--- src/rtl/dcc_packet_serializer.sv ---
// -----------------------------------------------------------------------------
// dcc_packet_serializer
//
// Buffers one DCC packet (up to MAX_DATA data bytes plus a running XOR
// checksum). It then serializes the packet bit by bit to a downstream bit
// encoder. The encoder consumes the presented bit and signals this with a
// rising edge on ack. Between packets the serializer keeps presenting '1',
// which forms the idle/preamble stream.
//
// Wire format per packet:
//     PREAMBLE_LEN ones, {0, byte[i] MSB first} for each data byte,
//     0, checksum MSB first, 1
//
// Ports
//     clk       in   single clock (also clocks the encoder prescaler)
//     reset_n   in   asynchronous, active-low reset
//     s_valid   in   upstream byte valid
//     s_data    in   [7:0] packet data byte
//     s_last    in   marks s_data as the final data byte of the packet
//     s_ready   out  a byte is accepted when s_valid && s_ready at clk rise
//     next_bit  out  bit presented to the encoder
//     ack       in   encoder level; each 0->1 transition consumes next_bit
//     busy      out  packet closed in the buffer or being transmitted
//     pkt_done  out  one-clk pulse when the end bit has been consumed
//     ovf_err   out  one-clk pulse when a packet is force-closed at MAX_DATA
//
// State table (decision taken on each advance event)
//     state     | meaning
//     PREAMBLE  | presenting preamble/idle ones, counting them in pre_cnt
//     START     | separator 0 presented; next event presents bit 7 of byte
//     DATA      | shifting out the current byte (data or checksum)
//     END       | end bit presented; next event closes out the packet
// -----------------------------------------------------------------------------
module dcc_packet_serializer #(
    parameter int PREAMBLE_LEN = 14,
    parameter int MAX_DATA     = 5
) (
    input  logic       clk,
    input  logic       reset_n,
    input  logic       s_valid,
    input  logic [7:0] s_data,
    input  logic       s_last,
    output logic       s_ready,
    output logic       next_bit,
    input  logic       ack,
    output logic       busy,
    output logic       pkt_done,
    output logic       ovf_err
);

    localparam int NW = $clog2(MAX_DATA + 1);
    localparam int PW = $clog2(PREAMBLE_LEN + 1);

    typedef enum logic [1:0] {
        ST_PREAMBLE = 2'd0,
        ST_START    = 2'd1,
        ST_DATA     = 2'd2,
        ST_END      = 2'd3
    } state_t;

    state_t          state, state_nxt;
    logic            ack_q;
    logic            adv;

    logic [PW-1:0]   pre_cnt, pre_cnt_nxt, pre_inc;
    logic            pre_hit;
    logic [NW-1:0]   idx, idx_nxt;
    logic [2:0]      bit_cnt, bit_cnt_nxt;
    logic [6:0]      shreg, shreg_nxt;
    logic            next_bit_q, next_bit_nxt;
    logic            pkt_done_q, pkt_done_nxt;
    logic            clear_buf;

    logic [7:0]      buf_mem [MAX_DATA];
    logic [NW-1:0]   n;
    logic [7:0]      cks;
    logic            closed;
    logic            ovf_q;
    logic            accept;
    logic            at_limit;
    logic [7:0]      cur_byte;

    // ------------------------------------------------------------------
    // Advance event: one per ack pulse, however long ack stays high.
    // ------------------------------------------------------------------
    always_ff @(posedge clk or negedge reset_n) begin
        if (!reset_n) begin
            ack_q <= 1'b0;
        end else begin
            ack_q <= ack;
        end
    end

    assign adv = ack & ~ack_q;

    // ------------------------------------------------------------------
    // Upstream side / packet buffer
    // ------------------------------------------------------------------
    assign s_ready  = ~closed & ~pkt_done_q;
    assign busy     = closed | pkt_done_q;
    assign accept   = s_valid & s_ready;
    assign at_limit = (n == NW'(MAX_DATA - 1));

    always_ff @(posedge clk or negedge reset_n) begin
        if (!reset_n) begin
            n      <= '0;
            cks    <= '0;
            closed <= 1'b0;
            ovf_q  <= 1'b0;
            for (int i = 0; i < MAX_DATA; i++) begin
                buf_mem[i] <= '0;
            end
        end else begin
            ovf_q <= 1'b0;
            if (clear_buf) begin
                n      <= '0;
                cks    <= '0;
                closed <= 1'b0;
            end else if (accept) begin
                for (int i = 0; i < MAX_DATA; i++) begin
                    if (n == NW'(i)) begin
                        buf_mem[i] <= s_data;
                    end
                end
                cks <= cks ^ s_data;
                n   <= n + NW'(1);
                if (s_last || at_limit) begin
                    closed <= 1'b1;
                end
                ovf_q <= at_limit & ~s_last;
            end
        end
    end

    // Byte being serialized: data byte idx, or the checksum once idx == n.
    always_comb begin
        cur_byte = cks;
        for (int i = 0; i < MAX_DATA; i++) begin
            if ((idx < n) && (idx == NW'(i))) begin
                cur_byte = buf_mem[i];
            end
        end
    end

    // Saturating preamble count after this event's increment.
    assign pre_inc = (pre_cnt == PW'(PREAMBLE_LEN)) ? pre_cnt : pre_cnt + PW'(1);
    assign pre_hit = (pre_inc == PW'(PREAMBLE_LEN));

    // ------------------------------------------------------------------
    // FSM: state register
    // ------------------------------------------------------------------
    always_ff @(posedge clk or negedge reset_n) begin
        if (!reset_n) begin
            state <= ST_PREAMBLE;
        end else begin
            state <= state_nxt;
        end
    end

    // ------------------------------------------------------------------
    // FSM: next state
    // ------------------------------------------------------------------
    always_comb begin
        state_nxt = state;
        if (adv) begin
            case (state)
                ST_PREAMBLE: if (pre_hit && closed) state_nxt = ST_START;
                ST_START:    state_nxt = ST_DATA;
                ST_DATA: begin
                    if (bit_cnt == 3'd0) begin
                        state_nxt = (idx < n) ? ST_START : ST_END;
                    end
                end
                ST_END:      state_nxt = ST_PREAMBLE;
                default:     state_nxt = ST_PREAMBLE;
            endcase
        end
    end

    // ------------------------------------------------------------------
    // FSM: outputs and serializer datapath updates
    // ------------------------------------------------------------------
    always_comb begin
        pre_cnt_nxt  = pre_cnt;
        idx_nxt      = idx;
        bit_cnt_nxt  = bit_cnt;
        shreg_nxt    = shreg;
        next_bit_nxt = next_bit_q;
        pkt_done_nxt = 1'b0;
        clear_buf    = 1'b0;
        if (adv) begin
            case (state)
                ST_PREAMBLE: begin
                    pre_cnt_nxt  = pre_inc;
                    next_bit_nxt = ~(pre_hit & closed);
                end
                ST_START: begin
                    next_bit_nxt = cur_byte[7];
                    shreg_nxt    = cur_byte[6:0];
                    bit_cnt_nxt  = 3'd7;
                end
                ST_DATA: begin
                    if (bit_cnt != 3'd0) begin
                        next_bit_nxt = shreg[6];
                        shreg_nxt    = {shreg[5:0], 1'b0};
                        bit_cnt_nxt  = bit_cnt - 3'd1;
                    end else if (idx < n) begin
                        idx_nxt      = idx + NW'(1);
                        next_bit_nxt = 1'b0;
                    end else begin
                        next_bit_nxt = 1'b1;
                    end
                end
                ST_END: begin
                    // End bit is not part of the next preamble.
                    pkt_done_nxt = 1'b1;
                    clear_buf    = 1'b1;
                    pre_cnt_nxt  = '0;
                    idx_nxt      = '0;
                    next_bit_nxt = 1'b1;
                end
                default: begin
                    next_bit_nxt = 1'b1;
                end
            endcase
        end
    end

    always_ff @(posedge clk or negedge reset_n) begin
        if (!reset_n) begin
            pre_cnt    <= '0;
            idx        <= '0;
            bit_cnt    <= '0;
            shreg      <= '0;
            next_bit_q <= 1'b1;
            pkt_done_q <= 1'b0;
        end else begin
            pre_cnt    <= pre_cnt_nxt;
            idx        <= idx_nxt;
            bit_cnt    <= bit_cnt_nxt;
            shreg      <= shreg_nxt;
            next_bit_q <= next_bit_nxt;
            pkt_done_q <= pkt_done_nxt;
        end
    end

    assign next_bit = next_bit_q;
    assign pkt_done = pkt_done_q;
    assign ovf_err  = ovf_q;

endmodule

--- config.mk ---
export PLATFORM = sky130hd
export DESIGN_NAME = dcc_packet_serializer
export DESIGN_NICKNAME = d
export VERILOG_FILES = /design/src/rtl/dcc_packet_serializer.sv
export SDC_FILE = /design/constraint.sdc
export NUM_CORES = 1
export LEC_CHECK = 0
export CORE_ASPECT_RATIO = 0.6
export CORE_UTILIZATION = 55
export DETAILED_ROUTE_END_ITERATION = 16
export HOLD_SLACK_MARGIN = 0.15
export PLACE_DENSITY_LB_ADDON = 0.3
export SYNTH_ARGS = -nofsm -noshare
export SYNTH_HDL_FRONTEND = slang
export SYNTH_SLANG_ARGS = --single-unit
export TNS_END_PERCENT = 10
--- constraint.sdc ---
create_clock -name clk -period 2.6 [get_ports clk]
set_clock_uncertainty 0.15 [all_clocks]
set_input_delay 0.39 -clock clk [delete_from_list [all_inputs] [get_ports clk]]
set_output_delay 0.39 -clock clk [all_outputs]
set_load 0.05 [all_outputs]
Word level (Yosys, flattened, before mapping):

Cells that the tools add are included.

* bits in registers: 75
* bits in latches: 0
* memory bits (writable): 0
* ROM bits: 0
* output and inout bits: 5
* memories: 0

* add/subtract/negate cells: 4
* multiply operators: 0
* divide/modulo/power cells: 0
* $lt $le $gt $ge: 1
* equal/unequal tests: 18
* shift operators: 0
* mux-type cells: 32
* bitwise operators: 13
* reduce and logical (&&, ||, !) cells: 27

Operators by type and width (number)
* $mux 8: 7
* $reduce_and 3->1: 7
* $mux 3: 5
* $pmux 7 s2: 1
* $eq 3x2->1 const B: 4
* $pmux 3 s2: 2
* $ne 2x2->1 const B: 5
* $reduce_bool 2->1: 5
* $logic_not 3->1: 3
* $mux 1: 9
* $eq 4x4->1 const B: 2
* $pmux 2 s4: 1
* $pmux 4 s2: 1
* $xor 8x8->8: 1
* $mux 7: 1
* $add 3x1->3 const B: 2
* $eq 3x1->1 const B: 2
* $eq 3x3->1 const B: 2
* $logic_and 1x1->1: 6
* $mux 2: 3
* $not 1->1: 6
* $and 1x1->1: 5
* $add 4x1->4 const B: 1
* $eq 2x2->1 const B: 2
* other kinds (11): 12

Logic depth before layout (Yosys ltp):

* depth after elaboration: 8
* mapped depth: 9
* gate-level depth less buffers: 7

Worst setup path before layout:

OpenSTA, ideal clock, no wires.

* path type: reg-to-reg
* start point: reg pkt_done_q, in the netlist pkt_done
* end point: reg buf_mem[0] (netlist bit)
* setup time: 125 ps
* arrival time: 2152 ps
* path slack: 173 ps
* stages on the path, launching flop included: 7
* path buffers: 1
* cells stage by stage: dfrtp_1 -> nor2_2 -> nand2_1 -> nor2_1 -> and3_1 -> buf_6 -> mux2_2

* word-level cells in the longest chain between the ends: 4

Ends and longest elaborated chain
* start: declaration: line 71 `logic pkt_done_q, pkt_done_nxt;`
* start signal: assignment: line 243 `pkt_done_q <= pkt_done_nxt;`
* $not 1->1: line 99 `assign s_ready = ~closed & ~pkt_done_q;`
* $and 1x1->1: line 99
* named net s_ready: line 43 `output logic s_ready,`
* $and 1x1->1: line 101 `assign accept = s_valid & s_ready;`
* $reduce_and 3->1 (no line)
* end signal: indexed assignment: line 122 `buf_mem[i] <= s_data;`
* end: declaration: line 74 `logic [7:0] buf_mem [MAX_DATA];`

The timed path passes the listed nets, and every way through them passes these cells.
A chain may end at the register's enable or synchronous reset.

Worst setup path after layout:

* start point: reg idx[0]
* end point: reg shreg[6]

* word-level cells in the longest chain between the ends: 8
* elaborated cells on any way between the ends: 17

Ends and longest elaborated chain
* start: declaration: line 67 `logic [NW-1:0] idx, idx_nxt;`
* start signal: assignment: line 239 `idx <= idx_nxt;`
* $lt 3x3->1 or $logic_not 3->1 (tied branches): line 139 `if ((idx < n) && (idx == NW'(i))) begin`
* $logic_and 1x1->1: line 139
* $mux 8 (4 in series): line 139
* $mux 8 *: line 139
* $pmux 7 s2 *: line 192 `case (state)`
* end signal: assignment: line 241 `shreg <= shreg_nxt;`
* end: declaration: line 69 `logic [6:0] shreg, shreg_nxt;`

Mark *: on every way between the ends. The rest lies on a longest branch, timed or not.

==> out/metrics.csv <==
stage;metric;value;unit
timing;hold_viol;0;
placed_design;dp_hpwl;6890;µm
drt;routedWlPerCell;18.3;µm
placed_design;port_buffers;17;
cells_and_area;drive_above_1_share;18.8;%
timing;hold_slack;343;ps
timing;worst_slew_pin_slew;941;ps
yosys;synth_edf_count;0;
global_route;grt_pass1_vias;3015;
yosys;synth_cell_type_count;57;
yosys;yosys-top-cells-count;dfrtp_1 (74), nand2_1 (37), mux2_2 (27);
timing;rsz0062_at_grt;no;
placed_design;gp_congestion;0.986;
timing;fin_tns_setup;0;ps
worst_setup_path;cp.arrival;2420;ps
timing;timing.fmax;428;MHz
clock_network;cts_root_buffer;clkbuf_16;
global_route;antenna_found_initial;0;
global_route;grt_pass1_wl;15800;µm
yosys;synth.most_common_cell;dfrtp_1;
clock_network;cts_setup_buffers;0;
floorplan;io_pins;18;
pwr;p_per_area;1130;nW/µm²
worst_setup_path;cp-start-kind;register;
job;cap_violations;0;
yosys;ys_seq_elements;75;
floorplan;start_util;56.8;%
pwr;worst_ir_drop_vdd;0.613;mV
worst_setup_path;worst_setup_path_end_kind;register;
clock_network;clkSlewWorstSetupHoldPaths;60;ps
cells_and_area;fillers;562;
drt;detail-route-antenna-nets;0;
yosys;yosys-top-cells-area;dfrtp_1 (45%), mux2_2 (7.4%), ha_1 (6.4%);
yosys;synth.net_count;420;
yosys;synth_warnings;0;
outcome;status;complete, no violations;
yosys;synthFlopType;dfrtp_1;
drt;drt_wl_total;9540;µm
floorplan;fp.dieW;114;µm
global_route;grt_max_degree;76;
clock_network;numCtsBuffers;9;
drt;drc;0;
worst_setup_path;worstSetupPathType;reg2reg;
timing;finalCriticalPeriod;2330;ps
yosys;ys_seq_area_share;45.5;%
placed_design;place_area;4430;µm²
cells_and_area;final_nets;446;
global_route;gr-total-overflow;0;
yosys;synth_top_area_share;44.8;%
timing;setup_violations;0;
clock_network;clk_path_buf_depth;2;
timing;slew_headroom;37.2;%
worst_setup_path;critPathMaxFanout;14;
global_route;grt_use_total;26.8;%
yosys;syn_avg_cell_area;10.7;µm²
floorplan;core;7270;µm²
clock_network;cts_sinks;75;
worst_setup_path;critical_path_required;2680;ps
cells_and_area;antennaDiodeCount;0;
min_path;min_path_type;reg2reg;
timing;final_max_slew_viol_count;0;
timing;period_share;89.8;%
cells_and_area;stdcell_area;4740;µm²
clock_network;h-tree-depth;3;
yosys;netlist_area;4130;µm²
floorplan;num_rows;24;
drt;dr.first_iter.drc_count;303;
clock_network;clkLatencyLatePin;340;ps
yosys;synth_async_sr_flop_share;100;%
floorplan;die_h;69.1;µm
floorplan;dieArea;7870;µm²
drt;dr.pass1.iters;5;
yosys;synth_cells;386;
drt;avgViaCountPerCell;6.01;
pwr;p_leak;0.00218;µW
cells_and_area;areaGrowthSynthToFinish;14.8;%
drt;vias;3124;
clock_network;cts_tree;built;
yosys;yosys.area.top_type;dfrtp_1;
==> state kept, by name, summed over array words and instances (netlist names) <==
| name | cells |
|---|---|
| buf_mem | 40 |
| cks | 8 |
| shreg | 7 |
| pre_cnt | 4 |
| bit_cnt | 3 |
| idx | 3 |
| n | 3 |
| state | 2 |
| ack_q | 1 |
| closed | 1 |
| next_bit | 1 |
| ovf_err | 1 |
| pkt_done | 1 |
==> cell type report <==
class / count / area [µm²] / share of cell area, %
clock inverter: 2 / 35.0 / 0.739
tap: 104 / 130 / 2.75
clock buffer: 13 / 260 / 5.49
multi-input combinational: 276 / 2090 / 44.2
inverter: 20 / 75.1 / 1.58
sequential: 75 / 1880 / 39.6
timing repair buffer: 30 / 268 / 5.65
==> final timing paths <==
kind,start,to,slack (ps),cells past startpoint
worst max-delay path,idx[0],shreg[6],270,6
max in group asynchronous,reset_n,pre_cnt[2],1100,2
worst max register to register,idx[0],shreg[6],270,6
worst min register to register,buf_mem[5],buf_mem[5],340,1
min in group asynchronous,reset_n,buf_mem[20],590,2
worst min-delay path,buf_mem[5],buf_mem[5],340,1
==> power breakdown <==
group          switching [µW]  internal, µW  leakage [µW]
combinational            1070           967       0.00111
sequential                399          1680      0.000926
clock                     461           789      0.000146
total                    1930          3430       0.00218
==> critical path, cell delays in order (launching register included) <==
cell and delay (ps):
dfrtp_1 440, inv_1 150, ha_1 370, nand2_1 330, o21ai_0 390, a21oi_1 140, a31o_2 260
==> placed cells by master, fill, tap and decap left out, types with 3 or more instances in the layout <==
master           Yosys  layout
inv_1               20      20
mux2_1               5       5
nand3b_1             7       7
clkbuf_16            0       9
a31o_2               6       6
nand3_1             10      10
nand2_4              3       3
buf_4                1      13
ha_1                21      21
a22o_1              15      15
nor2b_1              6       6
mux2_4               8       8
a21oi_1             23      23
nand2_1             37      37
dfrtp_1             74      74
o22ai_1              3       3
mux2_2              27      27
a22oi_1              3       3
o21bai_1             7       7
xor2_1               8       8
a31oi_1              3       3
nor2_1              21      21
o21ai_0             22      22
o221ai_1             6       6
clkdlybuf4s50_1      0      16
==> per-stage QoR <==
step	total power, µW	worst slack [ps]	std cells	utilization [%]
5_1_grt	5700	152	520	65.2
6_report	5360	266	520	65.2
4_1_cts	5370	301	520	65.2
2_1_floorplan	3530	173	386	-
3_3_place_gp	3990	304	504	61.0
3_5_place_dp	4100	264	504	61.0
==> timing repair <==
item                      in CTS  in global routing
hold buffers                   1                  0
resized for setup              0                  0
hold endpoints to repair      74                  0
==> per-layer routing <==
metal | routed length (µm) | GRT usage (%) | vias to the layer above
li1 | - | - | 1445
met1 | 4610 | 39.8 | 1563
met2 | 4080 | 38.0 | 103
met3 | 713 | 8.18 | 13
met4 | 128 | 6.93 | 0
met5 | 0 | 0 | -
==> logic make-up (layout without fill, tap and decap cells) <==
| kind of cell | count (synthesis) | count (layout) | share of synthesized area (%) |
|---|---|---|---|
| adders and majority gates | 21 | 21 | 6.36 |
| DFF | 75 | 75 | 45.5 |
| AOI/OAI and AO/OA | 102 | 102 | 17.4 |
| buffers and inverters | 35 | 65 | 3.82 |
| xor gates and xnor gates | 9 | 9 | 1.91 |
| muxes | 41 | 41 | 11.9 |
| and+or+nand+nor | 103 | 103 | 13.2 |
(Power assumes the default switching activity.)
